==> config.mk <==
export PLATFORM = sky130hd
export DESIGN_NAME = pipe_hazard_ctrl
export DESIGN_NICKNAME = d
export VERILOG_FILES = /design/src/rtl/pipe_hazard_ctrl.sv
export SDC_FILE = /design/constraint.sdc
export NUM_CORES = 1
export LEC_CHECK = 0
export CAP_MARGIN = 20
export CORE_ASPECT_RATIO = 0.6
export CORE_MARGIN = 1
export CORE_UTILIZATION = 48
export CTS_CLUSTER_DIAMETER = 200
export DETAILED_ROUTE_END_ITERATION = 8
export PLACE_DENSITY_LB_ADDON = 0.3
export RECOVER_POWER = 50
export SYNTH_ARGS = -nofsm -noshare
export SYNTH_HDL_FRONTEND = slang
export SYNTH_SLANG_ARGS = --single-unit
==> constraint.sdc <==
create_clock -name clk -period 2.7 [get_ports clk]
set_input_delay 0.675 -clock clk [delete_from_list [all_inputs] [get_ports clk]]
set_output_delay 0.675 -clock clk [all_outputs]
set_load 0.1 [all_outputs]
==> src/rtl/pipe_hazard_ctrl.sv <==
// Purpose: in-order pipeline hazard control (freeze, flush, stall) with a memory-timeout fault; FORWARDING_EN selects load-use-only hazards.
// Latency: all enables and clears are combinational from state and current inputs; counters and fault flag update at the next edge.
// Backpressure: an unready memory request freezes every stage; after MEM_TIMEOUT wait cycles the block locks in FAULT until reset.
module pipe_hazard_ctrl #(
    parameter logic [7:0] MEM_TIMEOUT = 8'd255
) (
    input  logic        clk,
    input  logic        rst,
    input  logic [3:0]  src1D,
    input  logic [3:0]  src2D,
    input  logic        useSrc1D,
    input  logic        useSrc2D,
    input  logic [3:0]  destE,
    input  logic        wbEnE,
    input  logic        memRdE,
    input  logic [3:0]  destM,
    input  logic        wbEnM,
    input  logic        branchTakenE,
    input  logic        memReqM,
    input  logic        memReadyM,
    output logic        pcEn,
    output logic        ifIdEn,
    output logic        ifIdClr,
    output logic        idExEn,
    output logic        idExClr,
    output logic        backEn,
    output logic        memFault,
    output logic [15:0] stallCnt,
    output logic [15:0] flushCnt
);

    typedef enum logic [1:0] {RUN, WAIT, FAULT} state_t;

    state_t     state, state_nxt;
    logic [7:0] wait_cnt, wait_nxt;

    logic frozen;
    logic match_e, match_m;
    logic hazard;
    logic active;
    logic do_flush, do_stall;

    assign frozen  = memReqM & ~memReadyM;
    assign match_e = (useSrc1D && (src1D == destE)) || (useSrc2D && (src2D == destE));
    assign match_m = (useSrc1D && (src1D == destM)) || (useSrc2D && (src2D == destM));

`ifdef FORWARDING_EN
    // Forwarding covers everything except a load whose data is not yet back.
    assign hazard = memRdE & wbEnE & match_e;
    logic unused_fwd;
    assign unused_fwd = &{1'b0, match_m, wbEnM};
`else
    // Without forwarding any in-flight writer of a source register must drain.
    assign hazard = (wbEnE & match_e) | (wbEnM & match_m);
    logic unused_fwd;
    assign unused_fwd = &{1'b0, memRdE};
`endif

    // A flush squashes the younger instruction, so it takes precedence over a stall.
    assign active   = rst && (state != FAULT) && !frozen;
    assign do_flush = active && branchTakenE;
    assign do_stall = active && !branchTakenE && hazard;

    // Next-state and pipeline control: fault, then freeze, then flush, stall, normal.
    always_comb begin
        state_nxt = state;
        wait_nxt  = wait_cnt;
        pcEn      = 1'b1;
        ifIdEn    = 1'b1;
        ifIdClr   = 1'b0;
        idExEn    = 1'b1;
        idExClr   = 1'b0;
        backEn    = 1'b1;

        case (state)
            RUN: begin
                if (frozen) begin
                    state_nxt = WAIT;
                    wait_nxt  = 8'd0;
                end
            end
            WAIT: begin
                if (frozen) begin
                    wait_nxt = wait_cnt + 8'd1;
                    if (wait_nxt == MEM_TIMEOUT) begin
                        state_nxt = FAULT;
                    end
                end else begin
                    state_nxt = RUN;
                end
            end
            default: state_nxt = FAULT;
        endcase

        if (!rst) begin
            pcEn    = 1'b0;
            ifIdEn  = 1'b0;
            ifIdClr = 1'b1;
            idExEn  = 1'b0;
            idExClr = 1'b1;
            backEn  = 1'b0;
        end else if (state == FAULT || frozen) begin
            pcEn    = 1'b0;
            ifIdEn  = 1'b0;
            idExEn  = 1'b0;
            backEn  = 1'b0;
        end else if (branchTakenE) begin
            ifIdClr = 1'b1;
            idExClr = 1'b1;
        end else if (hazard) begin
            pcEn    = 1'b0;
            ifIdEn  = 1'b0;
            idExClr = 1'b1;
        end
    end

    // State, wait timer, sticky fault flag and saturating performance counters.
    always_ff @(posedge clk) begin
        if (!rst) begin
            state    <= RUN;
            wait_cnt <= 8'd0;
            memFault <= 1'b0;
            stallCnt <= 16'd0;
            flushCnt <= 16'd0;
        end else begin
            state    <= state_nxt;
            wait_cnt <= wait_nxt;
            memFault <= memFault | (state_nxt == FAULT);
            if (do_stall && stallCnt != 16'hFFFF) begin
                stallCnt <= stallCnt + 16'd1;
            end
            if (do_flush && flushCnt != 16'hFFFF) begin
                flushCnt <= flushCnt + 16'd1;
            end
        end
    end

endmodule

==> flow_summary.json <==
{
  "status": "complete, no violations",
  "avgSynthCellArea_sq_um": 8.04,
  "period_share_pct": 99.7,
  "p_sw_mw": 0.398,
  "insertion_delay_ns": 0.31,
  "antenna_found_initial": 0,
  "postSynthNetCount": 324,
  "hold_violations": 0,
  "pwr-share-comb_pct": 18.0,
  "tightest_slew_ns": 1.18,
  "ir_worst_vdd_uv": 296,
  "synthFlopType": "dfxtp_1",
  "worstPathArrival_ns": 2.02,
  "cts_tree": "yes",
  "rrSetupSlack_ns": 0.66,
  "fp.coreArea_sq_mm": 0.00466,
  "final_antenna_net_count": 0,
  "drc": 0,
  "fin_skew_ns": 0.00867,
  "cp-start-kind": "input pin",
  "grt_pass1_wl_mm": 10.1,
  "slew_headroom_pct": 21.7,
  "dp_hpwl_mm": 4.66,
  "portBuffers": 63,
  "diodes": 0,
  "end_kind": "output pin",
  "fill_cells": 428,
  "p_leak_nw": 1.11,
  "yosys-top-cells-area": "dfxtp_1 36%, xor2_1 8.5%, nand2_1 5.6%",
  "yosys-top-cells-count": "43 x dfxtp_1, 35 x nand2_1, 27 x nor2_1",
  "p_per_area_mw_per_mm2": 423,
  "routed_wl_mm": 6.30,
  "clockBufferDepth": 2,
  "path_class": "in -> out",
  "netSwitchingFraction_pct": 30.3,
  "synth_edf_count": 0,
  "via_per_inst": 5.58,
  "yosysSeqAreaShare_pct": 36.4,
  "ys_ff_latch": 43,
  "min_to": "stallCnt[10]$_SDFFE_PN0P_",
  "power_frac_seq_pct": 48.9,
  "first_pass_iters": 5,
  "yosysWarnings": 0,
  "die_area_sq_mm": 0.00522,
  "syn_inst": 294,
  "power_mw": 1.31,
  "cts_sinks": 43,
  "hp-start": "stallCnt[10]$_SDFFE_PN0P_",
  "required_ns": 2.03,
  "htree_levels": 2,
  "hold_depth": 2,
  "p_int_mw": 0.913,
  "area_delta_synth_final_pct": 30.9,
  "gp_congestion": 0.905,
  "fin_crit_ns": 2.69,
  "critPathMaxFanout": 4,
  "grt_pass1_vias": 2225,
  "cts-buffers-inserted": 5,
  "fp.dieW_um": 92.6,
  "async_flop_share_pct": 0,
  "grt_overflow": 0,
  "fp.dieH_um": 56.4,
  "fmax_mhz": 371,
  "grtUsageTotal_pct": 24.6,
  "r2r-start": "stallCnt[4]$_SDFFE_PN0P_",
  "yosysTopAreaCell": "dfxtp_1",
  "yosysUniqueCellTypes": 37,
  "post_drt_wl_per_cell_um": 14.5,
  "grt_max_degree": 24,
  "syn-cell-area_sq_mm": 0.00236,
  "start_util_pct": 50.8,
  "fin_util_pct": 66.4,
  "maxSlewViolCount": 0,
  "pwr-share-clk_pct": 33.1,
  "vias": 2423,
  "cts_root_buffer": "clkbuf_8",
  "hold_slack_ns": 0.495,
  "setup_violations": 0,
  "nets": 400,
  "r2r-end": "stallCnt[14]$_SDFFE_PN0P_",
  "clk_pin_slew_ns": 0.09,
  "rr_worst_depth": 6,
  "synth.top_cell.area_share_pct": 36.4,
  "hold_buffers": 0,
  "max-cap-violations": 0,
  "row_count": 19,
  "layout-drive-gt1-share_pct": 15.4,
  "num_io_pins": 65,
  "yosysMostFrequentCell": "dfxtp_1",
  "drt_iter0_drc": 177,
  "hp-class": "reg -> reg"
}
routing by layer:
metal	up-vias	share of wire, %	GRT usage (%)
met2	100	45	38.1
met3	8	7.3	5.42
met1	1112	47	34.9
met5	-	0	0
met4	0	0.91	5.93
li1	1203	-	-
cells by family (layout without fill, tap and decap cells):
| kind of cell | Yosys count | after routing | synth area share (%) |
|---|---|---|---|
| AOI/OAI and AO/OA | 46 | 46 | 12.1 |
| buffers and inverters | 19 | 96 | 3.76 |
| muxes | 6 | 6 | 2.54 |
| adders and majority gates | 4 | 4 | 2.12 |
| xor gates and xnor gates | 29 | 29 | 10.7 |
| and+or+nand+nor | 147 | 147 | 32.3 |
| DFF | 43 | 43 | 36.4 |
layout make-up:
class / count / area (sq um) / area share, %
multi-input cells: 232 / 1450 / 46.9
well taps: 63 / 78.8 / 2.55
clock buffers: 5 / 68.8 / 2.22
flip-flops and latches: 43 / 861 / 27.8
repair buffers: 82 / 584 / 18.9
clock inverters: 3 / 23.8 / 0.768
inverters: 6 / 26.3 / 0.849
worst max-delay path: stages:
cell             delay (ns)
clkdlybuf4s15_1        0.21
xor2_1                 0.17
nor3_1                 0.18
nand4_1                0.15
nand4_1                0.16
buf_6                  0.14
a31o_4                 0.17
buf_12                 0.17
state kept, by name, summed over array words and instances (netlist names):
name and cells:
flushCnt 16, memFault 1, stallCnt 16, state 2
wait_cnt 8
cells in the final DEF, fill, tap and decap left out, types with 11 or more instances in the layout:
cell,instances
dfxtp_1,43
nand2_1,34
clkbuf_1,33
nor2_1,27
xor2_1,22
nand3_1,18
a21oi_1,16
buf_4,16
nor3_1,14
nand4_1,14
clkbuf_2,12
o21ai_0,11
power groups by stage:
stage | clock network [mW] | registers, mW | logic (mW)
final | 0.434 | 0.641 | 0.236
after global routing | 0.467 | 0.641 | 0.249
after global placement | 0 | 0.655 | 0.238
after floorplan | 0 | 0.670 | 0.118
after detailed placement | 0 | 0.656 | 0.242
after CTS | 0.438 | 0.641 | 0.237
worst max path at each step:
stage	start	to	depth (start not counted)
2_1_floorplan	destM[0]	pcEn	6
3_3_place_gp	src2D[0]	idExClr	8
3_5_place_dp	src2D[0]	idExClr	8
4_1_cts	destM[2]	idExClr	8
5_1_grt	destE[3]	idExClr	8
6_report	destE[3]	idExClr	8
through the flow:
stage / cell area [sq um] / instances / worst slack [ns] / setup TNS, ns
2_1_floorplan: 2380 / 294 / -0.182 / -0.182
4_1_cts: 3230 / 432 / 0.00790 / 0
3_5_place_dp: 3140 / 424 / -0.287 / -1.41
3_3_place_gp: 3140 / 424 / -0.225 / -0.612
6_report: 3100 / 434 / 0.00738 / 0
5_1_grt: 3100 / 434 / -0.0362 / -0.0949
what timing repair did:
item / 4_1_cts / 5_1_grt
gates resized for setup: 19 / 27
pin swaps: 15 / 15
cloned: 0 / 0
endpoints found under the setup margin: 3 / 5
buffers inserted: 0 / 2
Power figures use the tool's default switching activity.
